==> config.mk <==
export PLATFORM = sky130hd
export DESIGN_NAME = cpu_mem_loader
export DESIGN_NICKNAME = d
export VERILOG_FILES = /design/src/rtl/cpu_pkg.sv /design/src/rtl/cpu_mem_loader_release_timer.sv /design/src/rtl/cpu_mem_loader.sv
export SDC_FILE = /design/constraint.sdc
export NUM_CORES = 1
export LEC_CHECK = 0
export CORE_ASPECT_RATIO = 1.1
export CORE_MARGIN = 2
export CORE_UTILIZATION = 54
export DETAILED_ROUTE_END_ITERATION = 8
export PLACE_DENSITY = 0.8
export RECOVER_POWER = 50
export SLEW_MARGIN = 20
export SYNTH_ARGS = -nofsm -noshare
export SYNTH_HDL_FRONTEND = slang
export SYNTH_SLANG_ARGS = --single-unit
==> constraint.sdc <==
create_clock -name clk -period 2.62 [get_ports clk]
set_input_delay 0.786 -clock clk [delete_from_list [all_inputs] [get_ports clk]]
set_output_delay 0.786 -clock clk [all_outputs]
set_load 0.01 [all_outputs]
==> src/rtl/cpu_pkg.sv <==
// Shared definitions for the 16-bit CPU boot loader: FSM states and stream command codes.
package cpu_pkg;

  typedef enum logic [2:0] {
    CMD,
    ADDR,
    CNT,
    DATA,
    RELEASE,
    DONE,
    ERROR
  } loader_state_t;

  localparam logic [15:0] CMD_IMEM = 16'h0000;
  localparam logic [15:0] CMD_DMEM = 16'h0001;
  localparam logic [15:0] CMD_END  = 16'hFFFF;

endpackage

==> src/rtl/cpu_mem_loader_release_timer.sv <==
// Counts cycles spent in RELEASE; expired holds once CYCLES cycles have elapsed.
module loader_release_timer #(
  parameter int unsigned CYCLES = 4
) (
  input  logic clk,
  input  logic reset_n,
  input  logic run,
  output logic expired
);

  localparam int unsigned CW = (CYCLES < 1) ? 1 : $clog2(CYCLES + 1);

  logic [CW-1:0] cnt_q;

  assign expired = (cnt_q == CW'(CYCLES));

  always_ff @(posedge clk or negedge reset_n) begin
    if (!reset_n) begin
      cnt_q <= '0;
    end else if (!run) begin
      cnt_q <= '0;
    end else if (!expired) begin
      cnt_q <= cnt_q + CW'(1);
    end
  end

endmodule

==> src/rtl/cpu_mem_loader.sv <==
// Boot-time stream loader: writes imem/dmem segments while holding the core in reset,
// then releases it after a short pipeline-flush delay.
module cpu_mem_loader
  import cpu_pkg::*;
#(
  parameter int unsigned DATA_W         = 16,
  parameter int unsigned ADDR_W         = 16,
  parameter int unsigned RELEASE_CYCLES = 4
) (
  input  logic              clk,
  input  logic              reset_n,
  input  logic              in_valid,
  input  logic [DATA_W-1:0] in_data,
  output logic              in_ready,
  input  logic              start,
  output logic              imem_we,
  output logic              dmem_we,
  output logic [ADDR_W-1:0] mem_addr,
  output logic [DATA_W-1:0] mem_wdata,
  output logic              cpu_reset,
  output logic              done,
  output logic              error
);

  loader_state_t state_q, state_d;

  logic              tgt_dmem_q;
  logic [ADDR_W-1:0] cur_addr_q;
  logic [DATA_W-1:0] rem_q;
  logic              imem_we_q, dmem_we_q;
  logic [ADDR_W-1:0] mem_addr_q;
  logic [DATA_W-1:0] mem_wdata_q;
  logic              accept;
  logic              rel_expired;

  // Gated by reset_n so in_ready reads 0 while reset is held even though state is CMD.
  assign in_ready  = reset_n && (state_q == CMD || state_q == ADDR ||
                                 state_q == CNT || state_q == DATA);
  assign accept    = in_valid && in_ready;
  assign cpu_reset = (state_q != DONE);
  assign done      = (state_q == DONE);
  assign error     = (state_q == ERROR);
  assign imem_we   = imem_we_q;
  assign dmem_we   = dmem_we_q;
  assign mem_addr  = mem_addr_q;
  assign mem_wdata = mem_wdata_q;

  loader_release_timer #(
    .CYCLES(RELEASE_CYCLES)
  ) u_release_timer (
    .clk    (clk),
    .reset_n(reset_n),
    .run    (state_q == RELEASE),
    .expired(rel_expired)
  );

  always_comb begin
    state_d = state_q;
    case (state_q)
      CMD: begin
        if (accept) begin
          if (in_data == CMD_IMEM || in_data == CMD_DMEM) begin
            state_d = ADDR;
          end else if (in_data == CMD_END) begin
            state_d = RELEASE;
          end else begin
            state_d = ERROR;
          end
        end
      end
      ADDR:    if (accept) state_d = CNT;
      CNT:     if (accept) state_d = (in_data == '0) ? CMD : DATA;
      DATA:    if (accept && rem_q == DATA_W'(1)) state_d = CMD;
      RELEASE: if (rel_expired) state_d = DONE;
      DONE:    if (start) state_d = CMD;
      ERROR:   if (start) state_d = CMD;
      default: state_d = CMD;
    endcase
  end

  always_ff @(posedge clk or negedge reset_n) begin
    if (!reset_n) begin
      state_q <= CMD;
    end else begin
      state_q <= state_d;
    end
  end

  // Segment bookkeeping plus the one-cycle-latency write port.
  always_ff @(posedge clk or negedge reset_n) begin
    if (!reset_n) begin
      tgt_dmem_q  <= 1'b0;
      cur_addr_q  <= '0;
      rem_q       <= '0;
      imem_we_q   <= 1'b0;
      dmem_we_q   <= 1'b0;
      mem_addr_q  <= '0;
      mem_wdata_q <= '0;
    end else begin
      imem_we_q <= 1'b0;
      dmem_we_q <= 1'b0;
      if (accept) begin
        case (state_q)
          CMD:  tgt_dmem_q <= (in_data == CMD_DMEM);
          ADDR: cur_addr_q <= ADDR_W'(in_data);
          CNT:  rem_q <= in_data;
          DATA: begin
            imem_we_q   <= !tgt_dmem_q;
            dmem_we_q   <= tgt_dmem_q;
            mem_addr_q  <= cur_addr_q;
            mem_wdata_q <= in_data;
            cur_addr_q  <= cur_addr_q + ADDR_W'(1);
            rem_q       <= rem_q - DATA_W'(1);
          end
          default: ;
        endcase
      end
    end
  end

endmodule

==> results of run 1 <==
## report_power, final
part | total [mW] | internal (mW) | switching, mW
clock | 0.774 | 0.362 | 0.413
sequential | 2.06 | 1.61 | 0.451
combinational | 2.19 | 1.02 | 1.17
total | 5.03 | 2.99 | 2.04
## path summary, 6_finish.rpt
kind / from / endpoint / slack, ns / cells after the start
worst max register to register: state_q[1] / rem_q[15] / 0.33 / 6
worst max-delay path: state_q[2] / done / 0.13 / 3
worst min register to register: tgt_dmem_q / imem_we / 0.47 / 1
worst min-delay path: reset_n / mem_wdata[1] / 0.47 / 2
min in group clk: tgt_dmem_q / imem_we / 0.47 / 1
max in group asynchronous: reset_n / mem_wdata[12] / 0.71 / 3
## worst reg2reg max path, delay by kind of cell, from the launching register on
| kind | cells | cell delay, ns |
|---|---|---|
| buffers and inverters | 2 | 0.96 |
| DFF | 1 | 0.40 |
| AOI/OAI and AO/OA | 2 | 0.31 |
| and+or+nand+nor | 2 | 0.57 |
## registers in the layout, indices dropped and copies added, names as in the netlist
register / flops
cur_addr_q: 16
dmem_we: 1
imem_we: 1
mem_addr: 16
mem_wdata: 16
rem_q: 16
state_q: 3
tgt_dmem_q: 1
u_release_timer.cnt_q: 3
## layout by cell type (no fill, tap or decap), types with 3 or more instances in the layout
| cell type | Yosys | layout |
|---|---|---|
| nand4_1 | 5 | 5 |
| a21oi_1 | 35 | 35 |
| dfrtp_1 | 73 | 73 |
| a211oi_1 | 3 | 3 |
| clkdlybuf4s50_1 | 0 | 55 |
| buf_4 | 0 | 22 |
| nor2_1 | 27 | 26 |
| nand2_1 | 129 | 129 |
| nor3_1 | 14 | 14 |
| ha_1 | 5 | 5 |
| a31oi_1 | 5 | 5 |
| inv_1 | 9 | 9 |
| nor4_1 | 8 | 8 |
| nand3_1 | 8 | 8 |
| o22ai_1 | 8 | 8 |
| clkbuf_8 | 0 | 10 |
| o21ai_1 | 8 | 8 |
| nor3b_1 | 3 | 3 |
| a22oi_1 | 3 | 3 |
| clkbuf_1 | 20 | 5 |
| and4_1 | 5 | 5 |
| and3_1 | 6 | 6 |
| o21ai_0 | 28 | 28 |
## kinds of logic after synthesis
| kind of cell | count (synthesis) | share of synthesized area, % |
|---|---|---|
| buffers and inverters | 37 | 3.954 |
| muxes | 3 | 0.8378 |
| DFF | 73 | 48.93 |
| AOI/OAI and AO/OA | 109 | 17.23 |
| xor gates and xnor gates | 1 | 0.2346 |
| adders and majority gates | 5 | 1.676 |
| and+or+nand+nor | 223 | 27.14 |
## cell type report
type                            instances  share of cell area, %
Inverter                                9                 0.7258
Multi-Input combinational cell        341                  37.85
Clock buffer                           12                  3.118
Timing Repair Buffer                   84                  16.48
Tap cell                               82                  2.204
Clock inverter                          3                 0.3763
Sequential cell                        73                  39.25
## layer usage
| layer | routed length (um) | share of wire (%) | vias up | global-route usage (%) |
|---|---|---|---|---|
| li1 | - | - | 1710 | - |
| met1 | 4339 | 44 | 1687 | 36.69 |
| met2 | 4554 | 46 | 147 | 44.35 |
| met3 | 780 | 7.9 | 17 | 7.091 |
| met4 | 161 | 1.6 | 0 | 8.880 |
| met5 | 0 | 0 | - | 0 |
## metrics by stage
step / worst slack [ns] / hold slack [ns] / instance area [um2] / power (mW) / instances
after floorplan: 0.6401 / 0.4107 / 3734 / 3.328 / 451
after global placement: 0.1276 / 0.4325 / 4506 / 4.167 / 589
after detailed placement: 0.1130 / 0.4520 / 4506 / 4.259 / 589
after CTS: 0.1353 / 0.4461 / 4668 / 5.044 / 604
after global routing: 0.04266 / 0.5056 / 4654 / 5.417 / 604
final: 0.1342 / 0.4667 / 4654 / 5.027 / 604
==> flow_summary.yaml, run 1 <==
run_status:
  status: "completed"
clock_tree:
  clk_latency_ns: 0.36
  post_cts_resized: 0
  cts_buffer_depth: 2
  hold_buffers: 0
  cts_made_buffers: 9
  cts.sinks: 73
  cts.htree.levels: 3
  post_cts_buffers: 0
  cts_tree: "built"
  cts.clk_slew.worst_paths_ns: 0.07
  cts-root-buf: "clkbuf_8"
logic_synthesis:
  yosysTopAreaCellShare_pct: 48.93
  yosys-top-cells-count: "nand2_1, dfrtp_1, a21oi_1, o21ai_0, nor2_1"
  seq_area_frac_synth_pct: 48.93
  yosysWarnings: 0
  async_flop_share_pct: 100.0
  yosysUniqueCellTypes: 49
  synth_top_cell_by_area: "dfrtp_1"
  synth_flop_cell: "dfrtp_1"
  synthCells: 451
  ys_ff_latch: 73
  yosysMostFrequentCell: "nand2_1"
  syn_area_per_cell_um2: 8.278
  syn_nets: 476
  synth_edf_count: 0
  synth.cell_area_um2: 3734
  synthTopCellsByArea: "dfrtp_1, nand2_1, a21oi_1"
power_and_ir_drop:
  leakage_nw: 2.086
  vdd.ir_drop.worst_uv: 666.1
  power.density_nw_per_um2: 1080
sta:
  rsz0062_at_grt: "false"
  setup_violations: 0
  slew_headroom_pct: 22.88
  fin_crit_sh_pct: 94.88
  maxSlewViolCount: 0
  fin_tns_setup_ns: 0
  fmax_mhz: 402.3
  worst_pin_slew_ns: 1.157
  finalHoldViolations: 0
  layout_min_cycle_time_ns: 2.486
  skew_ns: 0.008071
placed_design:
  place.gp.congestion: 0.9484
  dp_hpwl_um: 6977
  port_buffers: 57
global_routing:
  antenna_found_initial: 0
  overflow: 0
  grt_pass1_wl_um: 16610
  grt_pass1_vias: 3398
  grt_max_degree: 49
  track_usage_pct: 27.60
critical_path:
  crit_chain: "nand3b_1 > inv_1 > clkdlybuf4s50_1"
  path_delay_family: "flip-flops"
  cpPeakStageDelay_ns: 0.60
  critPathArrivalTime_ns: 1.70
  cp-start-kind: "register"
  cpMaxStageDelayCell: "dfrtp_1"
  crit_path_max_fanout: 14
  critPathRequiredTime_ns: 1.83
  critPathBufInv: 2
  end_kind: "output pin"
  path_class: "register to output pin"
die:
  placement_rows: 31
  core_um2: 6633
  die-area_um2: 7596
  start_util_pct: 56.29
  dieWidth_um: 83.28
  design.portCount: 58
  die_h_um: 91.21
routing:
  drtPass1Iterations: 5
  ant_nets: 0
  routedWlPerCell_um: 16.28
  vias: 3561
  routed_wl_um: 9835
  via_per_inst: 5.896
  drc: 0
  drt_iter0_markers: 256
finish:
  post-route-util_pct: 70.18
  seqCellArea_um2: 1827
  syn_to_final_growth_pct: 24.66
  multi_input_area_um2: 1762
  nFillCells: 547
  fin_nets: 543
  drive_gt1_share_pct: 8.429
  antenna_cells: 0
flow_run:
  cap_violations: 0
hold_path:
  holdCritPathClass: "input port to asynchronous set/reset pin"
No activity file was read; power rests on OpenSTA's default activity.
==> inputs of run 2 (changes only) <==
Settings changed: REMOVE_ABC_BUFFERS from default to 1.
==> run 2 against run 1 <==
  * Register-to-register slack better by 0.12 ns
  * Combinational power increased by 3%
  * Count of clock-buffer cells in the layout decreased by 2
  * Clock power is 42% higher
  * Routed wire length increased by 7.3%
  * Clock skew fell by 0.0024 ns
  * Hold slack worse by 0.0059 ns
  * Fmax is 0.13% lower
  * Largest power group unchanged
==> flow_summary.yaml, run 2 (same netlist as run 1, synthesis figures left out) <==
run_status:
  status: "completed"
sta:
  skew_ns: 0.005648
  fin_crit_sh_pct: 95.00
  setup_violations: 0
  worst_pin_slew_ns: 0.8670
  rsz0062_at_grt: "false"
  layout_min_cycle_time_ns: 2.489
  maxSlewViolCount: 0
  slew_headroom_pct: 42.20
  finalHoldViolations: 0
  fmax_mhz: 401.8
finish:
  layout_commonest_cell: "nand2_1"
  drive_gt1_share_pct: 9.316
  fin_nets: 547
  multi_input_area_um2: 1762
  nFillCells: 520
  stdcell_count: 608
  syn_to_final_growth_pct: 27.95
  antenna_cells: 0
  seqCellArea_um2: 1827
  post-route-util_pct: 72.02
  final_cell_mix: "nand2_1, dfrtp_1, clkdlybuf4s50_1, a21oi_1, o21ai_0"
routing:
  via_per_inst: 6.066
  drtPass1Iterations: 5
  drc: 0
  ant_nets: 0
  routed_wl_um: 10550
  drt_iter0_markers: 518
  vias: 3688
  routedWlPerCell_um: 17.36
power_and_ir_drop:
  vdd.ir_drop.worst_uv: 691.0
  leakage_nw: 2.150
  power.density_nw_per_um2: 1137
placed_design:
  port_buffers: 57
  dp.cells: 593
  dp_hpwl_um: 7371
  place.gp.congestion: 0.9568
die:
  design.portCount: 58
  die-area_um2: 7596
  die_h_um: 91.21
  dieWidth_um: 83.28
  core_um2: 6633
  placement_rows: 31
  start_util_pct: 56.29
critical_path:
  end_kind: "output pin"
  critPathRequiredTime_ns: 1.83
  path_class: "register to output pin"
  critPathArrivalTime_ns: 1.70
  crit_path_max_fanout: 14
  cp-start-kind: "register"
flow_run:
  cap_violations: 0
global_routing:
  grt_pass1_wl_um: 17170
  grt_max_degree: 64
  grt_pass1_vias: 3490
  overflow: 0
  antenna_found_initial: 0
  track_usage_pct: 28.51
clock_tree:
  cts_made_buffers: 9
  post_cts_resized: 0
  cts-root-buf: "clkbuf_8"
  cts.clk_slew.worst_paths_ns: 0.08
  cts.htree.levels: 3
  clk_latency_ns: 0.36
  cts.sinks: 73
  cts_buffer_depth: 2
  cts_tree: "built"
  hold_buffers: 0
  post_cts_buffers: 0
hold_path:
  holdCritPathClass: "register to register"
run 2: cell types whose count changed in the layout (fill, tap and decap cells not counted), moves of 2 or more:
cell	before	now
buf_4	22	25
clkdlybuf4s50_1	55	53
bufinv_16	0	3
dlygate4sd3_1	1	3
clkbuf_2	2	0
run 2: power breakdown:
part	leakage (nW)	switching, mW	internal, mW
clock	0.122	0.444	0.653
combinational	1.11	1.21	1.05
sequential	0.920	0.466	1.61
run 2: metal layers:
metal / share of wire [%] / track usage (%)
met1: 40 / 37.59
met2: 48 / 45.63
met3: 7.3 / 3.727
met4: 4.7 / 15.85
met5: 0 / 0
run 2: worst max-delay path, cell delays in order, from the launching register on:
cell             delay (ns)
dfrtp_1                0.59
nand3b_1               0.15
inv_1                  0.07
clkdlybuf4s50_1        0.52
run 2: area by class of cell:
| cell class | instances | share of cell area, % |
|---|---|---|
| Timing Repair Buffer | 88 | 16.97 |
| Clock buffer | 10 | 2.881 |
| Tap cell | 82 | 2.148 |
| Multi-Input combinational cell | 341 | 36.88 |
| Sequential cell | 73 | 38.24 |
| Inverter | 9 | 0.7072 |
| Clock inverter | 5 | 2.174 |
run 2: stage by stage:
step,hold WS (ns),setup TNS [ns],power [mW],instance area [um2],setup slack [ns]
CTS,0.4204,0,5.425,4790,0.1319
floorplan,0.4107,-9.379,3.234,3620,-0.3944
detailed placement,0.4508,0,4.313,4548,0.1298
finish,0.4608,0,5.430,4777,0.1310
global placement,0.4412,0,4.215,4548,0.1752
global route,0.4840,0,5.778,4777,0.01649
run 2: path summary, 6_finish.rpt:
kind | endpoint | cells after the start | startpoint | slack, ns
max | done | 3 | state_q[2] | 0.13
min | imem_we | 1 | tgt_dmem_q | 0.46
max reg2reg | mem_wdata[4] | 6 | state_q[2] | 0.45
min reg2reg | imem_we | 1 | tgt_dmem_q | 0.46
max in group asynchronous | cur_addr_q[9] | 3 | reset_n | 0.63
min in group asynchronous | state_q[1] | 2 | reset_n | 0.63
